### config.mk
export PLATFORM = sky130hd
export DESIGN_NAME = conv_sched
export DESIGN_NICKNAME = d
export VERILOG_FILES = /design/src/rtl/cnn_pkg.sv /design/src/rtl/conv_addr_gen.sv /design/src/rtl/conv_sched.sv
export SDC_FILE = /design/constraint.sdc
export NUM_CORES = 1
export LEC_CHECK = 0
export CAP_MARGIN = 20
export CELL_PAD_IN_SITES_DETAIL_PLACEMENT = 1
export CELL_PAD_IN_SITES_GLOBAL_PLACEMENT = 1
export CORE_MARGIN = 2
export CORE_UTILIZATION = 51
export CTS_BUF_LIST = sky130_fd_sc_hd__clkbuf_16
export DETAILED_ROUTE_END_ITERATION = 12
export DONT_BUFFER_PORTS = 1
export GPL_ROUTABILITY_DRIVEN = 0
export HOLD_SLACK_MARGIN = 0.05
export PLACE_DENSITY = 0.84
export SYNTH_ARGS = -nofsm -noshare
export SYNTH_HDL_FRONTEND = slang
export SYNTH_SLANG_ARGS = --single-unit
export TNS_END_PERCENT = 30
### constraint.sdc
create_clock -name clk -period 4 [get_ports clk]
set_clock_uncertainty 0.2 [all_clocks]
set_input_delay 0.8 -clock clk [delete_from_list [all_inputs] [get_ports clk]]
set_output_delay 0.8 -clock clk [all_outputs]
set_load 0.05 [all_outputs]
### src/rtl/cnn_pkg.sv
// -----------------------------------------------------------------------------
// cnn_pkg
// Shared constants and types for the convolution layer.
//   DATA_X / DATA_Y    : input feature map rows / cols
//   K                  : square kernel side
//   NUM_FILT           : number of filters
//   CONV_X / CONV_Y    : valid-convolution output rows / cols
//   *_AW, *_W          : port widths of the scheduler / datapath interface
//   sched_state_t      : scheduler FSM state encoding
// -----------------------------------------------------------------------------
package cnn_pkg;

   localparam int DATA_X   = 28;
   localparam int DATA_Y   = 28;
   localparam int K        = 5;
   localparam int NUM_FILT = 8;
   localparam int CONV_X   = DATA_X - K + 1;
   localparam int CONV_Y   = DATA_Y - K + 1;

   localparam int DATA_AW   = 10;
   localparam int WEIGHT_AW = 8;
   localparam int FILT_W    = 3;
   localparam int COORD_W   = 5;

   typedef enum logic [2:0] {
      ST_IDLE,
      ST_ISSUE,
      ST_DRAIN,
      ST_OUTPUT,
      ST_DONE
   } sched_state_t;

endpackage

### src/rtl/conv_addr_gen.sv
// -----------------------------------------------------------------------------
// conv_addr_gen
// Tap and output-point counters plus multiplier-free address generation.
// Addresses are combinational sums of registered bases and counters, so they
// hold whenever the counters hold.
//
// Ports
//   clk, rst        : clock, synchronous active-high reset
//   i_clear         : zero every counter (start of a layer)
//   i_tap_adv       : step to the next kernel tap (j fastest)
//   i_pt_adv        : step to the next output point (y fastest, then x, then f)
//   o_first_tap     : current tap is tap 0
//   o_last_tap      : current tap is K*K-1
//   o_last_pt       : current point is (NUM_FILT-1, CONV_X-1, CONV_Y-1)
//   o_data_addr     : (x+i)*DATA_Y + (y+j)
//   o_weight_addr   : f*K*K + tap
//   o_filt/o_x/o_y  : current point coordinates
// -----------------------------------------------------------------------------
module conv_addr_gen
   import cnn_pkg::*;
#(
   parameter int DATA_Y   = cnn_pkg::DATA_Y,
   parameter int K        = cnn_pkg::K,
   parameter int NUM_FILT = cnn_pkg::NUM_FILT,
   parameter int CONV_X   = cnn_pkg::CONV_X,
   parameter int CONV_Y   = cnn_pkg::CONV_Y
) (
   input  logic                 clk,
   input  logic                 rst,
   input  logic                 i_clear,
   input  logic                 i_tap_adv,
   input  logic                 i_pt_adv,
   output logic                 o_first_tap,
   output logic                 o_last_tap,
   output logic                 o_last_pt,
   output logic [DATA_AW-1:0]   o_data_addr,
   output logic [WEIGHT_AW-1:0] o_weight_addr,
   output logic [FILT_W-1:0]    o_filt,
   output logic [COORD_W-1:0]   o_x,
   output logic [COORD_W-1:0]   o_y
);

   localparam logic [WEIGHT_AW-1:0] TAP_LAST  = WEIGHT_AW'(K * K - 1);
   localparam logic [WEIGHT_AW-1:0] FILT_STEP = WEIGHT_AW'(K * K);
   localparam logic [COORD_W-1:0]   J_LAST    = COORD_W'(K - 1);
   localparam logic [COORD_W-1:0]   X_LAST    = COORD_W'(CONV_X - 1);
   localparam logic [COORD_W-1:0]   Y_LAST    = COORD_W'(CONV_Y - 1);
   localparam logic [FILT_W-1:0]    F_LAST    = FILT_W'(NUM_FILT - 1);
   localparam logic [DATA_AW-1:0]   ROW_STEP  = DATA_AW'(DATA_Y);
   // Moving from (x, CONV_Y-1) to (x+1, 0) adds DATA_Y - (CONV_Y-1), which is K.
   localparam logic [DATA_AW-1:0]   ROW_WRAP  = DATA_AW'(K);

   logic [WEIGHT_AW-1:0] r_tap;
   logic [COORD_W-1:0]   r_j;
   logic [DATA_AW-1:0]   r_pt_base;    // x*DATA_Y + y
   logic [DATA_AW-1:0]   r_row_base;   // r_pt_base + i*DATA_Y
   logic [WEIGHT_AW-1:0] r_filt_base;  // f*K*K
   logic [FILT_W-1:0]    r_f;
   logic [COORD_W-1:0]   r_x;
   logic [COORD_W-1:0]   r_y;
   logic [DATA_AW-1:0]   w_pt_next;

   // Base address of the following output point.
   always_comb begin
      // NOTE: default assigned first so every path drives the signal; no latch.
      w_pt_next = r_pt_base + 10'd1;
      if (r_y == Y_LAST) begin
         w_pt_next = (r_x == X_LAST) ? '0 : r_pt_base + ROW_WRAP;
      end
   end

   always_ff @(posedge clk) begin
      // NOTE: non-blocking assignments so every register samples pre-edge values.
      if (rst || i_clear) begin
         r_tap       <= '0;
         r_j         <= '0;
         r_pt_base   <= '0;
         r_row_base  <= '0;
         r_filt_base <= '0;
         r_f         <= '0;
         r_x         <= '0;
         r_y         <= '0;
      end else if (i_tap_adv) begin
         r_tap <= r_tap + 8'd1;
         if (r_j == J_LAST) begin
            r_j        <= '0;
            r_row_base <= r_row_base + ROW_STEP;
         end else begin
            r_j <= r_j + 5'd1;
         end
      end else if (i_pt_adv) begin
         r_tap      <= '0;
         r_j        <= '0;
         r_pt_base  <= w_pt_next;
         r_row_base <= w_pt_next;
         if (r_y != Y_LAST) begin
            r_y <= r_y + 5'd1;
         end else begin
            r_y <= '0;
            if (r_x != X_LAST) begin
               r_x <= r_x + 5'd1;
            end else begin
               r_x         <= '0;
               r_f         <= r_f + 3'd1;
               r_filt_base <= r_filt_base + FILT_STEP;
            end
         end
      end
   end

   assign o_first_tap   = (r_tap == '0);
   assign o_last_tap    = (r_tap == TAP_LAST);
   assign o_last_pt     = (r_f == F_LAST) && (r_x == X_LAST) && (r_y == Y_LAST);
   assign o_data_addr   = r_row_base + DATA_AW'(r_j);
   assign o_weight_addr = r_filt_base + r_tap;
   assign o_filt        = r_f;
   assign o_x           = r_x;
   assign o_y           = r_y;

endmodule

### src/rtl/conv_sched.sv
// -----------------------------------------------------------------------------
// conv_sched
// Scheduler for one convolution layer: for each output point (f, x, y) it
// issues K*K data/weight reads, drains the one-cycle memory latency into the
// MAC, then presents the finished point until the consumer accepts it.
//
// Ports
//   clk, rst          : clock, synchronous active-high reset
//   start, abort      : run request / run termination
//   busy, done        : run in progress / one-cycle completion pulse
//   data_rd_en/addr   : data memory read strobe and pixel address
//   weight_rd_en/addr : weight memory read strobe and address
//   mac_clear, mac_en : MAC load-instead-of-add, MAC accumulate enable
//   out_valid/ready   : finished-point handshake
//   out_filt/x/y      : coordinates of the presented point (0 when not valid)
// -----------------------------------------------------------------------------
module conv_sched
   import cnn_pkg::*;
#(
   parameter int DATA_X   = cnn_pkg::DATA_X,
   parameter int DATA_Y   = cnn_pkg::DATA_Y,
   parameter int K        = cnn_pkg::K,
   parameter int NUM_FILT = cnn_pkg::NUM_FILT,
   parameter int CONV_X   = DATA_X - K + 1,
   parameter int CONV_Y   = DATA_Y - K + 1
) (
   input  logic                 clk,
   input  logic                 rst,
   input  logic                 start,
   input  logic                 abort,
   output logic                 busy,
   output logic                 done,
   output logic                 data_rd_en,
   output logic [DATA_AW-1:0]   data_addr,
   output logic                 weight_rd_en,
   output logic [WEIGHT_AW-1:0] weight_addr,
   output logic                 mac_clear,
   output logic                 mac_en,
   output logic                 out_valid,
   input  logic                 out_ready,
   output logic [FILT_W-1:0]    out_filt,
   output logic [COORD_W-1:0]   out_x,
   output logic [COORD_W-1:0]   out_y
);

   sched_state_t r_state;
   sched_state_t w_next;

   logic                 r_mac_en;
   logic                 r_mac_clear;
   logic                 w_clear;
   logic                 w_tap_adv;
   logic                 w_pt_adv;
   logic                 w_rd_en;
   logic                 w_first_tap;
   logic                 w_last_tap;
   logic                 w_last_pt;
   logic [FILT_W-1:0]    w_filt;
   logic [COORD_W-1:0]   w_x;
   logic [COORD_W-1:0]   w_y;

   conv_addr_gen #(
      .DATA_Y   (DATA_Y),
      .K        (K),
      .NUM_FILT (NUM_FILT),
      .CONV_X   (CONV_X),
      .CONV_Y   (CONV_Y)
   ) u_addr_gen (
      .clk           (clk),
      .rst           (rst),
      .i_clear       (w_clear),
      .i_tap_adv     (w_tap_adv),
      .i_pt_adv      (w_pt_adv),
      .o_first_tap   (w_first_tap),
      .o_last_tap    (w_last_tap),
      .o_last_pt     (w_last_pt),
      .o_data_addr   (data_addr),
      .o_weight_addr (weight_addr),
      .o_filt        (w_filt),
      .o_x           (w_x),
      .o_y           (w_y)
   );

   always_ff @(posedge clk) begin
      if (rst) begin
         r_state     <= ST_IDLE;
         r_mac_en    <= 1'b0;
         r_mac_clear <= 1'b0;
      end else begin
         r_state     <= w_next;
         // Read data returns one cycle after issue; an abort cancels it.
         r_mac_en    <= w_rd_en && !abort;
         r_mac_clear <= w_rd_en && w_first_tap && !abort;
      end
   end

   always_comb begin
      w_next    = r_state;
      w_clear   = 1'b0;
      w_tap_adv = 1'b0;
      w_pt_adv  = 1'b0;
      w_rd_en   = 1'b0;
      busy      = 1'b0;
      done      = 1'b0;
      out_valid = 1'b0;
      case (r_state)
         ST_IDLE: begin
            if (start && !abort) begin
               w_next  = ST_ISSUE;
               w_clear = 1'b1;
            end
         end
         ST_ISSUE: begin
            busy    = 1'b1;
            w_rd_en = 1'b1;
            // The last tap holds its counters so the address stays put afterwards.
            if (w_last_tap) w_next = ST_DRAIN;
            else            w_tap_adv = 1'b1;
         end
         ST_DRAIN: begin
            busy   = 1'b1;
            w_next = ST_OUTPUT;
         end
         ST_OUTPUT: begin
            busy      = 1'b1;
            out_valid = 1'b1;
            if (out_ready) begin
               if (w_last_pt) begin
                  w_next = ST_DONE;
               end else begin
                  w_next   = ST_ISSUE;
                  w_pt_adv = 1'b1;
               end
            end
         end
         ST_DONE: begin
            done   = 1'b1;
            w_next = ST_IDLE;
         end
         default: w_next = ST_IDLE;
      endcase
      // Abort wins over handshake and counter advance in every active state.
      if (abort && r_state != ST_IDLE) begin
         w_next    = ST_IDLE;
         w_tap_adv = 1'b0;
         w_pt_adv  = 1'b0;
      end
   end

   assign data_rd_en   = w_rd_en;
   assign weight_rd_en = w_rd_en;
   assign mac_en       = r_mac_en;
   assign mac_clear    = r_mac_clear;
   assign out_filt     = out_valid ? w_filt : '0;
   assign out_x        = out_valid ? w_x    : '0;
   assign out_y        = out_valid ? w_y    : '0;

endmodule

* Word-level counts from Yosys, hierarchy flattened *
Index checks and enable logic that the tools add are counted.

storage, ports and cells
  output and inout bits = 38
  bits of input ports = 5
  flip-flop bits (word level) = 59

operators by class
  bitwise operators = 3
  muxes and demuxes = 33
  $add $sub $neg = 11
  reduce and logical (&&, ||, !) cells = 20
  equality and inequality tests = 15

operator list
  operator                                                         count
  10-bit two-way mux                                               5
  5-bit two-way mux                                                7
  8-bit two-way mux                                                2
  5-bit by 1-bit adder with 5-bit output, second input constant    3
  3-bit two-way mux                                                5
  1-bit two-way mux                                                13
  3-bit one-hot mux with 4 select lines                            1
  10-bit by 1-bit adder with 10-bit output, second input constant  1
  10-bit by 3-bit adder with 10-bit output, second input constant  1
  10-bit by 5-bit adder with 10-bit output                         1
  10-bit by 5-bit adder with 10-bit output, second input constant  1
  5-bit == test, second input constant                             2
  5-bit != test, second input constant                             2
  8-bit by 1-bit adder with 8-bit output, second input constant    1
  8-bit by 5-bit adder with 8-bit output, second input constant    1
  8-bit adder                                                      1
  8-bit by 5-bit == test with 1-bit output, second input constant  1
  8-bit zero test                                                  1
  1-bit logical AND                                                7
  3-bit by 2-bit == test with 1-bit output, second input constant  2
  3-bit == test, second input constant                             2
  2-bit != test, second input constant                             3
  3-bit AND reduction                                              2
  5-bit by 3-bit == test with 1-bit output, second input constant  1
  other kinds (13)                                                 16

* Depth between registers and ports, before layout *
  depth in word-level cells = 9
  mapped depth = 10
  depth with buffers taken out = 8

* Hierarchy *
From an unflattened synthesis, not the netlist that was laid out.

unflattened totals
  cell total of the unflattened synthesis = 480
  area total of the unflattened synthesis = 3877.5 um^2

by module, submodules not included
  module         cells an instance  seq. area each (um^2)  times used  area an instance (um^2)
  conv_addr_gen  435                1081.0                 1           3507.1
  conv_sched     45                 100.1                  1           370.4

* Least setup slack after synthesis *
No wires, ideal clock.

  path type = reg-to-output
  from = register u_addr_gen.r_j[1]
  to = output data_addr[7]
  path slack = 836 ps
  required time = 3000 ps
  buffers on the path = 0
  data arrival time = 2164 ps
  cell stages (with the launch flop) = 8
  path through = dfxtp_1 > ha_1 > a21o_1 > a21oi_1 > o21bai_1 > a21oi_1 > nor2_1 > xor2_1

between the ends
  longest elaborated chain between the ends = 1

ends and longest elaborated chain
  item                                      RTL line              RTL
  start, declared                           conv_addr_gen.sv:54   logic [COORD_W-1:0] r_j;
  start signal, assigned                    conv_addr_gen.sv:89   r_j <= r_j + 5'd1;
  10-bit by 5-bit adder with 10-bit output  conv_addr_gen.sv:114  assign o_data_addr = r_row_base + DATA_AW'(r_j);
  end, declared                             conv_sched.sv:34      output logic [DATA_AW-1:0] data_addr,

Every way passes these cells.

* Worst setup path after layout *
  from = register u_addr_gen.r_tap[1]
  to = output weight_addr[7]

between the ends
  longest elaborated chain between the ends = 1

ends and longest elaborated chain
  item                    RTL line              RTL
  start, declared         conv_addr_gen.sv:53   logic [WEIGHT_AW-1:0] r_tap;
  start signal, assigned  conv_addr_gen.sv:84   r_tap <= r_tap + 8'd1;
  8-bit adder             conv_addr_gen.sv:115  assign o_weight_addr = r_filt_base + r_tap;
  end, declared           conv_sched.sv:36      output logic [WEIGHT_AW-1:0] weight_addr,

Every way passes these cells.

==> results.toml <==
[synthesis]
postSynthCellCount = 456
synthFlopType = "dfxtp_1"
ys_seq_area_share_pct = 32.21
synth_top_area_share_pct = 32.21
synthTopCellsByArea = "dfxtp_1, ha_1, nand2_1"
yosysMostFrequentCell = "dfxtp_1"
async_flop_share_pct = 0
synth_area_sq_mm = 0.003667
synth_area_per_cell_sq_um = 8.042
synth_compound_area_share_pct = 17.02
synth_edf_count = 0
synth_cell_types = 63
synth_top_family_by_area = "simple AND/OR/NAND/NOR gates"
synthSimpleGateAreaFrac_pct = 27.70
yosys.area_share.adder_pct = 9.485
ys_ff_latch = 59
synth_common_cells = "dfxtp_1, nand2_1, nor2_1"
ys_warn_count = 0
synth_mux_area_share_pct = 1.945
syn_nets = 486
synth-xor-area-share_pct = 7.404
yosysTopAreaCell = "dfxtp_1"

[timing]
rsz0062_at_grt = "false"
max_slew_margin_pct = 27.39
period_minus_slack_ns = 3.466
finalHoldViolCount = 0
fmax_mhz = 288.6
fin_setup_tns_ns = 0
worstMarginPinSlew_ns = 1.081
slew_viol_final = 0
timing.final.crit_share_pct = 86.64
setup_viol = 0

[hold_path]
min_path_cells = 2
min_from = "u_addr_gen.r_pt_base[9]"
holdCritPathClass = "reg -> reg"
whs_endpoint = "u_addr_gen.r_pt_base[9]"

[floorplan]
initial_core_util_pct = 53.39
rows = 30
fp.coreArea_sq_mm = 0.006869
die_area_sq_mm = 0.007885
die_y_um = 88.80
fp.dieW_um = 88.80
pin_count = 43

[power_and_ir_drop]
clockPowerShare_pct = 57.7
p_sw_uw = 330.5
power_frac_seq_pct = 38.6
power_density_mw_per_mm2 = 369.6
p_leak_uw = 0.001662
p_sw_share_pct = 21.45
p_int_uw = 1210
p_comb_share_pct = 3.7
irDropWorstVdd_v = 0.0002211

[worst_setup_path]
arrival_ns = 2.47
r2r-end = "u_addr_gen.r_row_base[4]"
criticalPathCategory = "reg -> out"
cp.required_ns = 3.00
r2r_setup_slack_ns = 1.29
reg2reg_depth = 6
startpoint_type = "flip-flop"
end_kind = "primary output"
crit_path_max_incr_delay_ns = 0.52
path_max_fanout = 6
reg2reg_from = "r_state[0]"
crit_chain = "ha_1 > a21o_1 > a21oi_1 > o21ai_0 > o41ai_1 > xnor2_1"
worst_path_max_delay_cell = "xnor2_1"

[clock_network]
root_buffer = "clkbuf_16"
cts_resized = 0
htreeDepth = 3
clock_path_buffers = 2
cts_sinks = 59
clk_latency_ns = 0.33
cts_inserted_buffers = 9
post_cts_buffers = 0
cts_hold_buf = 0
clkTransAtPathRegs_ns = 0.05
cts_tree = "yes"

[detailed_routing]
drt_iter0_markers = 165
viasPerCell = 6.032
routedWlPerCell_um = 19.01
drc = 0
vias = 3408
wirelength_um = 10740
first_pass_iters = 4
ant_nets = 0

[global_route]
grt_max_degree = 38
grt_pass1_wl_um = 17210
grt_overflow = 0
grt_pass1_vias = 3464
grt_use_total_pct = 28.85
antenna_found_initial = 0

[layout]
drive_gt1_share_pct = 11.09
post-route-util_pct = 60.67
seqCellArea_sq_mm = 0.001181
multi_input_area_sq_mm = 0.002333
layout.nets = 494
diodes = 0
area_growth_pct = 13.65
fin_cells = 565
nFillCells = 838

[status]
status = "complete, no violations"

[place]
dp_hpwl_um = 7075
io_buffers = 0
dp.cells = 549

[run]
maxCapViolations = 0
worst max-delay path, delay by kind of cell, from the launching register on:
kind,cells,cell delay (ns)
XOR/XNOR,1,0.52
adder cells (fa/ha/maj),1,0.28
AO/OA/AOI/OAI,4,0.91
flip-flops,1,0.43
power groups by stage:
stage	sequential, uW	clock, uW	combinational [uW]
floorplan	606	0	42.7
global placement	607	0	52.7
detailed placement	607	0	55.5
CTS	595	896	57.1
global route	595	922	61.0
finish	595	888	57.1
worst max path at each step:
| stage | slack (ns) | end | start |
|---|---|---|---|
| 3_5_place_dp | 0.87 | weight_addr[7] | u_addr_gen.r_tap[1] |
| 5_1_grt | 0.37 | weight_addr[7] | u_addr_gen.r_tap[1] |
| 6_report | 0.53 | weight_addr[7] | u_addr_gen.r_tap[1] |
| 2_1_floorplan | 0.84 | data_addr[7] | u_addr_gen.r_j[1] |
| 3_3_place_gp | 0.92 | weight_addr[7] | u_addr_gen.r_tap[1] |
| 4_1_cts | 0.50 | weight_addr[7] | u_addr_gen.r_tap[1] |
metrics by stage:
step                setup WS (ns)  power, uW  instance area (sq um)  hold slack [ns]
global placement           0.9191      659.7                   3819           0.2584
CTS                        0.5049       1548                   4168           0.2799
finish                     0.5344       1541                   4168           0.2785
detailed placement         0.8708      662.7                   3826           0.2718
global route               0.3688       1578                   4168           0.3101
floorplan                  0.8363      648.8                   3667           0.2362
per-layer routing:
layer	routed length, um	vias up	track usage (%)
li1	-	1617	-
met1	4463	1674	33.54
met2	5492	101	51.49
met3	626	16	6.996
met4	160	0	9.917
met5	0	-	0
cell usage in the layout, fill, tap and decap left out, types with 3 or more instances in the layout:
cell,Yosys,final
and2_1,18,18
o21ai_0,14,14
mux2i_1,6,6
xor2_1,13,13
a21o_1,5,5
nor2b_1,5,4
xnor2_1,18,18
and3_1,5,5
a211oi_1,3,3
nand2b_1,3,3
nor2_1,54,54
nand2_1,55,55
buf_4,3,20
clkbuf_16,0,9
nor3_1,9,9
nand4_1,6,6
ha_1,23,23
nand2_4,3,3
a21oi_1,38,38
dfxtp_1,59,59
inv_1,11,11
bufinv_16,0,3
or3_1,5,5
nand3_1,22,22
a31oi_1,10,10
cell families after synthesis:
kind of cell | Yosys count
buffers and inverters | 34
and+or+nand+nor | 202
DFF | 59
AOI/OAI and AO/OA | 96
muxes | 7
xor gates and xnor gates | 31
adders and majority gates | 27
state kept, by name, summed over array words and instances (netlist names):
name / count
mac_clear: 1
mac_en: 1
r_state: 3
u_addr_gen.o_filt: 3
u_addr_gen.o_x: 5
u_addr_gen.o_y: 5
u_addr_gen.r_filt_base: 8
u_addr_gen.r_j: 5
u_addr_gen.r_pt_base: 10
u_addr_gen.r_row_base: 10
u_addr_gen.r_tap: 8
cell type report:
cell class / count / share of cell area, %
Tap cell: 96 / 2.882
Clock inverter: 7 / 2.792
Timing Repair Buffer: 20 / 3.603
Inverter: 11 / 0.9907
Sequential cell: 59 / 28.34
Multi-Input combinational cell: 363 / 55.99
Clock buffer: 9 / 5.404
Note: power is estimated with default switching activity, not from simulation.
